<file path="src/rtl/watchdog_pkg.sv">
// Shared definitions for the clock watchdog and its feeder: default widths,
// feeder state encoding and the binary-to-Gray helper.
package watchdog_pkg;

  localparam int WDT_SENSE_WIDTH      = 4;
  localparam int WDT_BARK_COUNT_WIDTH = 4;

  typedef enum logic [1:0] {
    FEEDING,
    RECOVER,
    GRACE
  } feeder_state_t;

  function automatic logic [31:0] bin_to_gray(input logic [31:0] bin);
    return bin ^ (bin >> 1);
  endfunction

endpackage

</file>
<file path="src/rtl/gray_counter.sv">
// Wrapping binary counter with a registered Gray-coded output; one output bit
// toggles per enabled cycle.
module gray_counter
  import watchdog_pkg::*;
#(
  parameter int WIDTH = WDT_SENSE_WIDTH
) (
  input  logic             clk,
  input  logic             reset,
  input  logic             enable,
  output logic [WIDTH-1:0] gray
);

  logic [WIDTH-1:0] bin;
  logic [WIDTH-1:0] bin_next;
  logic [WIDTH-1:0] gray_next;

  always_comb begin
    bin_next  = bin + WIDTH'(1);
    gray_next = WIDTH'(bin_to_gray(32'(bin_next)));
  end

  always_ff @(posedge clk) begin
    if (reset) begin
      bin  <= '0;
      gray <= '0;
    end else if (enable) begin
      bin  <= bin_next;
      gray <= gray_next;
    end
  end

endmodule

</file>
<file path="src/rtl/watchdog_feeder.sv">
// Feeds the watchdog with a Gray pattern while all clients stay alive; on a
// bark it stretches a system reset, counts the event and runs a grace period.
module watchdog_feeder
  import watchdog_pkg::*;
#(
  parameter int NUM_FEED_OUTPUTS = WDT_SENSE_WIDTH,
  parameter int NUM_CLIENTS      = 2,
  parameter int FEED_PERIOD      = 4,
  parameter int RESET_PULSE      = 8,
  parameter int GRACE_SLOTS      = 2,
  parameter int BARK_COUNT_WIDTH = WDT_BARK_COUNT_WIDTH
) (
  input  logic                        clk,
  input  logic                        reset,
  input  logic                        tick,
  input  logic [NUM_CLIENTS-1:0]      client_alive,
  input  logic                        bark,
  output logic [NUM_FEED_OUTPUTS-1:0] feed_out,
  output logic                        sys_reset_out,
  output logic                        starving,
  output logic [BARK_COUNT_WIDTH-1:0] bark_count
);

  localparam int PW = (FEED_PERIOD > 1) ? $clog2(FEED_PERIOD) : 1;
  localparam int CW = (RESET_PULSE > 1) ? $clog2(RESET_PULSE) : 1;
  localparam int GW = (GRACE_SLOTS > 1) ? $clog2(GRACE_SLOTS) : 1;

  localparam logic [PW-1:0] PERIOD_LAST = PW'(FEED_PERIOD - 1);
  localparam logic [CW-1:0] PULSE_LAST  = CW'(RESET_PULSE - 1);
  localparam logic [GW-1:0] GRACE_LAST  = GW'((GRACE_SLOTS > 0) ? GRACE_SLOTS - 1 : 0);

  feeder_state_t          state;
  logic [PW-1:0]          period_cnt;
  logic [CW-1:0]          pulse_cnt;
  logic [GW-1:0]          grace_cnt;
  logic [NUM_CLIENTS-1:0] seen;

  logic slot;
  logic all_seen;
  logic feed_adv;

  always_comb begin
    slot     = tick && (period_cnt == PERIOD_LAST);
    // Strobes arriving in the slot cycle itself still count for the closing window.
    all_seen = &(seen | client_alive);
    feed_adv = 1'b0;
    case (state)
      FEEDING: feed_adv = bark || (slot && all_seen);
      GRACE:   feed_adv = slot;
      default: feed_adv = 1'b0;
    endcase
  end

  gray_counter #(
    .WIDTH(NUM_FEED_OUTPUTS)
  ) u_feed (
    .clk   (clk),
    .reset (reset),
    .enable(feed_adv),
    .gray  (feed_out)
  );

  always_ff @(posedge clk) begin
    if (reset) begin
      state         <= FEEDING;
      period_cnt    <= '0;
      pulse_cnt     <= '0;
      grace_cnt     <= '0;
      seen          <= '0;
      sys_reset_out <= 1'b0;
      starving      <= 1'b0;
      bark_count    <= '0;
    end else begin
      unique case (state)
        FEEDING: begin
          if (bark) begin
            // Bark wins over a coincident slot: the single advance is the re-arm feed.
            state         <= RECOVER;
            sys_reset_out <= 1'b1;
            pulse_cnt     <= '0;
            seen          <= '0;
            period_cnt    <= '0;
            if (bark_count != '1) begin
              bark_count <= bark_count + BARK_COUNT_WIDTH'(1);
            end
          end else begin
            if (tick) begin
              period_cnt <= slot ? '0 : period_cnt + PW'(1);
            end
            if (slot) begin
              starving <= !all_seen;
              seen     <= '0;
            end else begin
              seen <= seen | client_alive;
            end
          end
        end

        RECOVER: begin
          if (pulse_cnt == PULSE_LAST) begin
            sys_reset_out <= 1'b0;
            period_cnt    <= '0;
            seen          <= '0;
            grace_cnt     <= '0;
            if (GRACE_SLOTS == 0) begin
              state <= FEEDING;
            end else begin
              state    <= GRACE;
              starving <= 1'b0;
            end
          end else begin
            pulse_cnt <= pulse_cnt + CW'(1);
          end
        end

        GRACE: begin
          seen     <= '0;
          starving <= 1'b0;
          if (tick) begin
            period_cnt <= slot ? '0 : period_cnt + PW'(1);
          end
          if (slot) begin
            if (grace_cnt == GRACE_LAST) begin
              state <= FEEDING;
            end else begin
              grace_cnt <= grace_cnt + GW'(1);
            end
          end
        end

        default: state <= FEEDING;
      endcase
    end
  end

endmodule

</file>
<file path="config.mk">
export PLATFORM = sky130hd
export DESIGN_NAME = watchdog_feeder
export DESIGN_NICKNAME = d
export VERILOG_FILES = /design/src/rtl/watchdog_pkg.sv /design/src/rtl/gray_counter.sv /design/src/rtl/watchdog_feeder.sv
export SDC_FILE = /design/constraint.sdc
export NUM_CORES = 1
export LEC_CHECK = 0
export CORE_ASPECT_RATIO = 0.8
export CORE_UTILIZATION = 39
export DETAILED_ROUTE_END_ITERATION = 6
export PLACE_DENSITY = 0.7
export RECOVER_POWER = 50
export SYNTH_ARGS = -nofsm -noshare
export SYNTH_HDL_FRONTEND = slang
export SYNTH_SLANG_ARGS = --single-unit
</file>
<file path="constraint.sdc">
create_clock -name clk -period 1.8 [get_ports clk]
set_input_delay 0.27 -clock clk [delete_from_list [all_inputs] [get_ports clk]]
set_output_delay 0.27 -clock clk [all_outputs]
set_load 0.1 [all_outputs]
</file>
Word-level counts from Yosys, hierarchy flattened

Index checks and enable logic that the tools add are counted.

Output and inout port bits: 10
Bits of input ports: 6
Logic and storage cells: 71
Memories: 0
Register bits after elaboration: 24
RAM bits: 0
ROM bits: 0
Bits in latches: 0

Shifts and indexed selects: 0
Magnitude comparators: 0
Bitwise operators: 2
Multiplexer cells: 26
Equal/unequal tests: 12
Reductions and logical operators: 16
Add/subtract/negate cells: 5
Div/mod/pow operators: 0
$mul: 0

Operators by type and width:

| kind                                                 | number |
|---|---|
| 2-to-1 mux 2 bit                                     | 10 |
| case mux 2 bit (3 select lines)                      | 3 |
| inequality test 2 bit (second input constant)        | 7 |
| AND reduction 3 bit                                  | 4 |
| adder 4 x 1 -> 4 bit (second input constant)         | 2 |
| AND reduction 4 bit                                  | 2 |
| 2-to-1 mux 1 bit                                     | 6 |
| 2-to-1 mux 3 bit                                     | 2 |
| case mux 1 bit (2 select lines)                      | 3 |
| case mux 3 bit (2 select lines)                      | 1 |
| equality test 2 bit (second input constant)          | 2 |
| inequality test 4 bit (second input constant)        | 1 |
| AND reduction 2 bit                                  | 2 |
| nonzero test 2 bit                                   | 2 |
| bitwise XOR 4 x 3 -> 4 bit                           | 1 |
| adder 3 x 1 -> 3 bit (second input constant)         | 1 |
| equality test 3 bit (second input constant)          | 1 |
| case mux 1 bit (3 select lines)                      | 1 |
| nonzero test 3 bit                                   | 1 |
| adder 2 x 1 -> 2 bit (second input constant)         | 1 |
| equality test 2 x 1 -> 1 bit (second input constant) | 1 |
| logical AND 1 bit                                    | 2 |
| zero test 2 bit                                      | 1 |
| OR 2 bit                                             | 1 |
| other kinds (3)                                      | 3 |

Logic depth before layout (Yosys ltp)

Word-level depth: 6
Gate-level depth with buffers: 7
Mapped depth without buffers: 6

By module

From an unflattened synthesis, not the netlist that was laid out.

Cells, all modules: 139
Area total of the unflattened synthesis: 1257.5 um2

By module, submodules not included:

| module          | times used | cells an instance | sequential area each (um2) | area an instance (um2) |
|---|---|---|---|---|
| watchdog_feeder | 1          | 105               | 320.3                      | 927.1 |
| gray_counter    | 1          | 34                | 140.1                      | 330.3 |

Worst setup path after synthesis

No wires, ideal clock.

Kind: register -> register
Start: register bark_count[0]
End: register bark_count[1]
Clock period less this slack: 1934 ps
Slack: -134 ps
Arrival: 1807 ps
Cell stages (with the launch flop): 6
Buffers on the path: 0
Required time: 1672 ps
Cell sequence: dfxtp_1 ha_1 nand3_1 nand3_1 mux2i_1 nor2_1

Longest elaborated chain between the ends: 2

RTL lines:

| what                                                                         | line                  | text |
|---|---|---|
| from (decl)                                                                  | watchdog_feeder.sv:21 | `output logic [BARK_COUNT_WIDTH-1:0] bark_count` |
| from (signal assigned)                                                       | watchdog_feeder.sv:84 | `bark_count <= bark_count + BARK_COUNT_WIDTH'(1);` |
| parallel branches: the longest is 2 deep, another holds adder 4 x 1 -> 4 bit | n/a                   |  |

Parallel ways; which one is timed is not known.
A chain may end at the register's enable or synchronous reset.

Worst setup path after layout

Start: register state[0]
End: register u_feed.bin[2]

Longest elaborated chain between the ends: 2

RTL lines:

| what                                                          | line                   | text |
|---|---|---|
| from (decl)                                                   | watchdog_feeder.sv:32  | `feeder_state_t state;` |
| from (signal assigned)                                        | watchdog_feeder.sv:65  | `state <= FEEDING;` |
| from (signal assigned)                                        | watchdog_feeder.sv:78  | `state <= RECOVER;` |
| from (signal assigned)                                        | watchdog_feeder.sv:106 | `state <= FEEDING;` |
| equality test 2 bit / zero test 2 bit (equally long branches) | watchdog_feeder.sv:47  | `case (state)` |
| case mux 1 bit (2 select lines) *                             | watchdog_feeder.sv:47  |  |
| to (signal assigned)                                          | gray_counter.sv:28     | `bin <= bin_next;` |
| to (decl)                                                     | gray_counter.sv:14     | `logic [WIDTH-1:0] bin;` |

Every way passes the cells marked *; elsewhere a longest branch is shown, timed or not.

==> reports/metrics.cfg <==
[outcome]
status = complete, no violations

[synthesis]
synth-edff-count = 0
async_reset_ff_frac = 0
synth_warnings = 0
synthTopCellsByArea = dfxtp_1 37%, ha_1 10%, a21oi_1 5.7%
yosysSeqAreaShare = 0.374
netlist_instances = 137
ys_seq_elements = 23
synth_flop_cell = dfxtp_1
synth_top_area_share = 0.374
syn-cell-area_mm2 = 0.00123
synth.net_count = 153
synth_cell_types = 36
avgSynthCellArea_um2 = 8.99
synthTopCellsByCount = 23 x dfxtp_1, 15 x nor2_1, 14 x a21oi_1
yosysMostFrequentCell = dfxtp_1
yosys.area.top_type = dfxtp_1

[timing]
final_hold_viol_count = 0
fmax_mhz = 590
tightest_slew_ps = 544
post-route-period-util = 0.941
timing.hold.ws_ps = 460
drv_slew = 0
setup_viol = 0
period_needed_ps = 1690
finalClockSkew_ps = 2.53
max-slew-margin-rel = 0.639

[route]
vias = 1042
wirelength_mm = 2.66
drc_errors = 0
routedWlPerCell_um = 13.7
routed_via_density = 5.34
drtPass1Iterations = 6
drt_iter0_drc = 44
antenna_left = 0

[layout]
fin_nets = 174
final_cells = 195
diodes = 0
syn2layout_area_growth_pct = 18.5
nFillCells = 304
finish.instance_area_mm2 = 0.00146
drive_above_1_share = 0.197

[clock_tree]
hold_buffers = 0
cts.sinks = 23
cts_resized = 0
cts_setup_buffers = 0
cts_tree = done
path_clk_slew_ps = 80
cts.path.max_buffers = 2
ctsRootBufferMaster = clkbuf_8
cts-buffers-inserted = 3
h-tree-depth = 1
clk_latency_ps = 270

[critical_path]
cp-start-kind = flip-flop
required_ps = 1970
end_kind = flip-flop
crit_arrival_ps = 1870
timing_worst_setup_path_type = flip-flop to flip-flop
worst-path-max-fanout = 7

[global_route]
antenna_found_initial = 0
grt_pass1_vias = 1027
overflow = 0
grtUsageTotal = 0.171
grt_start_max_net_pins = 14
grt_pass1_wl_mm = 4.44

[power]
ir_drop_v = 0.000760
power_density_mw_per_mm2 = 1090
power_leakage_nw = 0.598

[floorplanning]
die-area_mm2 = 0.00339
ioPinCount = 16
placementRows = 17
fp.dieH_um = 52.3
start_util = 0.429
die_w_um = 64.8
core_mm2 = 0.00287

[placed_design]
post_dp_cell_area_mm2 = 0.00148
port-buffer-count = 15
gp_congestion = 0.794
dp_hpwl_mm = 1.89
dp_cells = 191

[run]
maxCapViolCount = 0

[hold_path]
hp-class = flip-flop to flip-flop

-- logic make-up (layout without fill, tap and decap cells) --
| logic type | count (synthesis) | after routing | share of synthesized area |
|---|---|---|---|
| buffers and inverters | 10 | 30 | 0.0386 |
| AND/OR/NAND/NOR | 51 | 51 | 0.221 |
| multiplexers | 6 | 6 | 0.0528 |
| AO/OA/AOI/OAI | 29 | 29 | 0.155 |
| flip-flops | 23 | 23 | 0.374 |
| XOR/XNOR | 8 | 8 | 0.0569 |
| adder cells (fa/ha/maj) | 10 | 10 | 0.102 |
-- cell type report --
| class | instances | area, um^2 | area share |
|---|---|---|---|
| multi-input combinational | 104 | 738 | 0.506 |
| timing repair buffer | 22 | 149 | 0.102 |
| clock buffer | 3 | 41.3 | 0.0283 |
| sequential | 23 | 463 | 0.317 |
| clock inverter | 1 | 5.00 | 0.00343 |
| inverter | 4 | 15.0 | 0.0103 |
| tap | 38 | 47.5 | 0.0326 |
-- metal layers --
layer | GRT usage | share of wire | vias to the layer above
met5 | 0 | 0 | -
met4 | 0.0556 | 0.0071 | 0
met3 | 0.0543 | 0.033 | 3
met2 | 0.306 | 0.51 | 19
met1 | 0.194 | 0.45 | 495
li1 | - | - | 525
-- worst max-delay path: stages, from the launching register on --
cell	delay, ps
dfxtp_1	450
inv_1	90
ha_1	280
a32oi_2	270
o21ai_4	100
buf_4	180
a31o_2	230
-- where the power goes --
group	switching, mW	internal (mW)
Combinational	0.430	0.210
Sequential	0.0551	0.569
Clock	0.178	0.155
Total	0.663	0.935
-- per-stage QoR --
step                       util  worst slack [ps]  TNS, ps  total power, mW
after floorplan               -              95.6        0             1.13
final                     0.508               106        0             1.60
after global routing      0.508             -11.4    -11.4             1.69
after detailed placement  0.514              14.0        0             1.29
after CTS                 0.530               123        0             1.62
after global placement    0.514              81.3        0             1.27
-- worst paths after layout --
check	from	endpoint	slack (ps)	cells past startpoint
setup / recovery	state[0]	u_feed.bin[2]	110	6
hold / removal	pulse_cnt[2]	pulse_cnt[2]	460	2
setup reg to reg	state[0]	u_feed.bin[2]	110	6
hold reg to reg	pulse_cnt[2]	pulse_cnt[2]	460	2
-- registers in the layout (all words and copies together), names as in the netlist --
name / flops
sys_reset_out: 1
u_feed.gray: 3
period_cnt: 2
bark_count: 4
state: 2
u_feed.bin: 4
pulse_cnt: 3
seen: 2
grace_cnt: 1
starving: 1
-- cells in the final DEF, fill, tap and decap left out, drive strengths merged, types with 2 or more instances in the layout --
master / count
nand4: 6
nand3: 6
nor2b: 5
a31oi: 2
nor3: 2
o211ai: 2
a21oi: 14
nand2b: 3
buf: 6
xnor2: 6
mux2i: 5
inv: 4
a21o: 2
dfxtp: 23
clkdlybuf4s50: 5
nor2: 15
nand2: 9
xor2: 2
nand4b: 2
ha: 10
o21ai: 2
clkbuf: 14
Power figures use the tool's default switching activity.
==> variant, RTL diff (same settings) <==
`NUM_CLIENTS`: 2 -> 4.
--- a/src/rtl/watchdog_feeder.sv
+++ b/src/rtl/watchdog_feeder.sv
@@ -4,7 +4,7 @@
   import watchdog_pkg::*;
 #(
   parameter int NUM_FEED_OUTPUTS = WDT_SENSE_WIDTH,
-  parameter int NUM_CLIENTS      = 2,
+  parameter int NUM_CLIENTS      = 4,
   parameter int FEED_PERIOD      = 4,
   parameter int RESET_PULSE      = 8,
   parameter int GRACE_SLOTS      = 2,
Ports: changed (resized client_alive); port bits go from 16 to 18. No check against the original RTL was run, so the function may have changed too.
==> variant against the unedited design <==
Sequential cell count rose by 2. Count of clock-buffer cells in the layout did not move. Total power rose by 47%. Cell area rose by 14%. Area after synthesis rose by 13%. Global-route usage barely moved. Setup slack improved by 2.9 ps. First-iteration DRC count fell by 4.5%. Wire length rose by 8.3%.
==> variant: results (changes against the unedited design) <==
- Max Clk Rate: 591.4 MHz (+0.17%)
- R2r worst-path depth: 7 (+1)
- Maximum vdd ir drop: 853.6 uV (+12%)
- GPL Wtd Cong: 0.7809 (-1.6%)
- Register-to-register setup slack: 110 ps
- Clk_skew: 4.307 ps (+1.778 ps)
- Vias: 1210 (+16%)
- Average size of a mapped cell: 8.944 sq um (-0.47%)
- Pin count of the biggest net entering global routing: 15 (+1)
- Iteration count of the initial detailed-routing pass: 4 (-2)
- Syn Nets: 174 (+14%)
- Layout cells sized above 1: 20.33% (+0.58 points)
- WL/cell: 12.99 microns (-4.9%)
- Fillers: 317 (+4.3%)
- Flops & latches, synth: 25 (+8.7%)
- I/O Buffers: 17 (+2)
- Hold endpoint: u_feed.gray[2]
- Finished Layout Cells: 222 (+14%)
- Sequential share of cell area: 30.28% (-1.5 points)
- Number of global-route vias before repair: 1135 (+11%)
- Multi-input combinational area share: 50.41% (-0.19 points)
- Hold_ws: 473.2 ps (+12.75 ps)
- Critical path type: flop to flop
- Hold_sp: u_feed.gray[2]
- Crit-path max FO: 5 (-2)
- Post-Place Worst Slack: 13.92 ps (-0.07240 ps)
- Ys flop type: dfxtp_1
- Post-CTS Repair Setup Buffers: 0 (unchanged)
- Number of library cell types mapped by synthesis: 37 (+2.8%)
- Multi-input gates: 119 (+14%)
- DR iter-0 viols: 42 (-4.5%)
- Clock-cell share of area: 2.780% (-0.39 points)
- Area contributors post-synth: dfxtp_1, ha_1, nor2_1, mux2i_1, xnor2_1
- Final #Nets: 202 (+16%)
- Post-cts gate resize count: 0 (unchanged)
- Dpl hpwl: 2219 microns (+18%)
- Status: finished, final reports clean
- H-tree levels: 1 (unchanged)
- Num CTS Buffers: 3 (unchanged)
- Top post-synthesis cells by count: dfxtp_1, nor2_1, ha_1
- Gr usage total: 17.16% (+0.024 points)
- NonClk Buf Share: 12.62% (+2.4 points)
- CTS root buffer: clkbuf_8
- Antenna violations before repair: 0 (unchanged)
- Hold WC Path Type: flop to flop
- Regs by FF count: bark_count x4, seen x4, u_feed.bin x4
- Buffers excl. clock: 30 (+36%)
- Worst Tran Pin Value: 552.5 ps (+8.426 ps)
- Core Box Area: 0.003243 sq mm (+13%)
- Worst EP arrival: 1870 ps (about the same)
- Leak Pwr: 0.6915 nW (+16%)
- First-pass GRT wire length: 5009 microns (+13%)
- Seq/Total Area, Yosys: 36.10% (-1.3 points)
- Final Cell Area: 0.001665 sq mm (+14%)
- Ant diodes: 0 (unchanged)
- Reg-to-reg endpoint: pulse_cnt[1]
variant: layer usage:
metal	track usage [%]	vias to the layer above	wire length (microns)
li1	-	604	-
met1	23.57	567	1465
met2	25.91	35	1233
met3	5.165	4	157
met4	4.167	0	26
met5	0	-	0
variant: critical path, cell delays in order, from the launching register on:
cell and delay [ps]:
dfxtp_2 380, inv_1 110, ha_4 180, clkbuf_1 110, nor2b_1 170, nor3b_2 350
mux2i_1 230, nor2_1 60
variant: cell families after synthesis:
group,Yosys count,share of synthesized area (%)
AO/OA/AOI/OAI,32,15.79
XOR/XNOR,7,4.422
adder cells (fa/ha/maj),11,9.928
buffers and inverters,11,4.602
flip-flops,25,36.10
multiplexers,9,6.949
AND/OR/NAND/NOR,60,22.20
variant: where the power goes:
| group | internal (mW) | switching [mW] | leakage [nW] | total, mW |
|---|---|---|---|---|
| Sequential | 0.665 | 0.0886 | 0.205 | 0.754 |
| Combinational | 0.458 | 0.799 | 0.461 | 1.26 |
| Clock | 0.155 | 0.186 | 0.0255 | 0.341 |
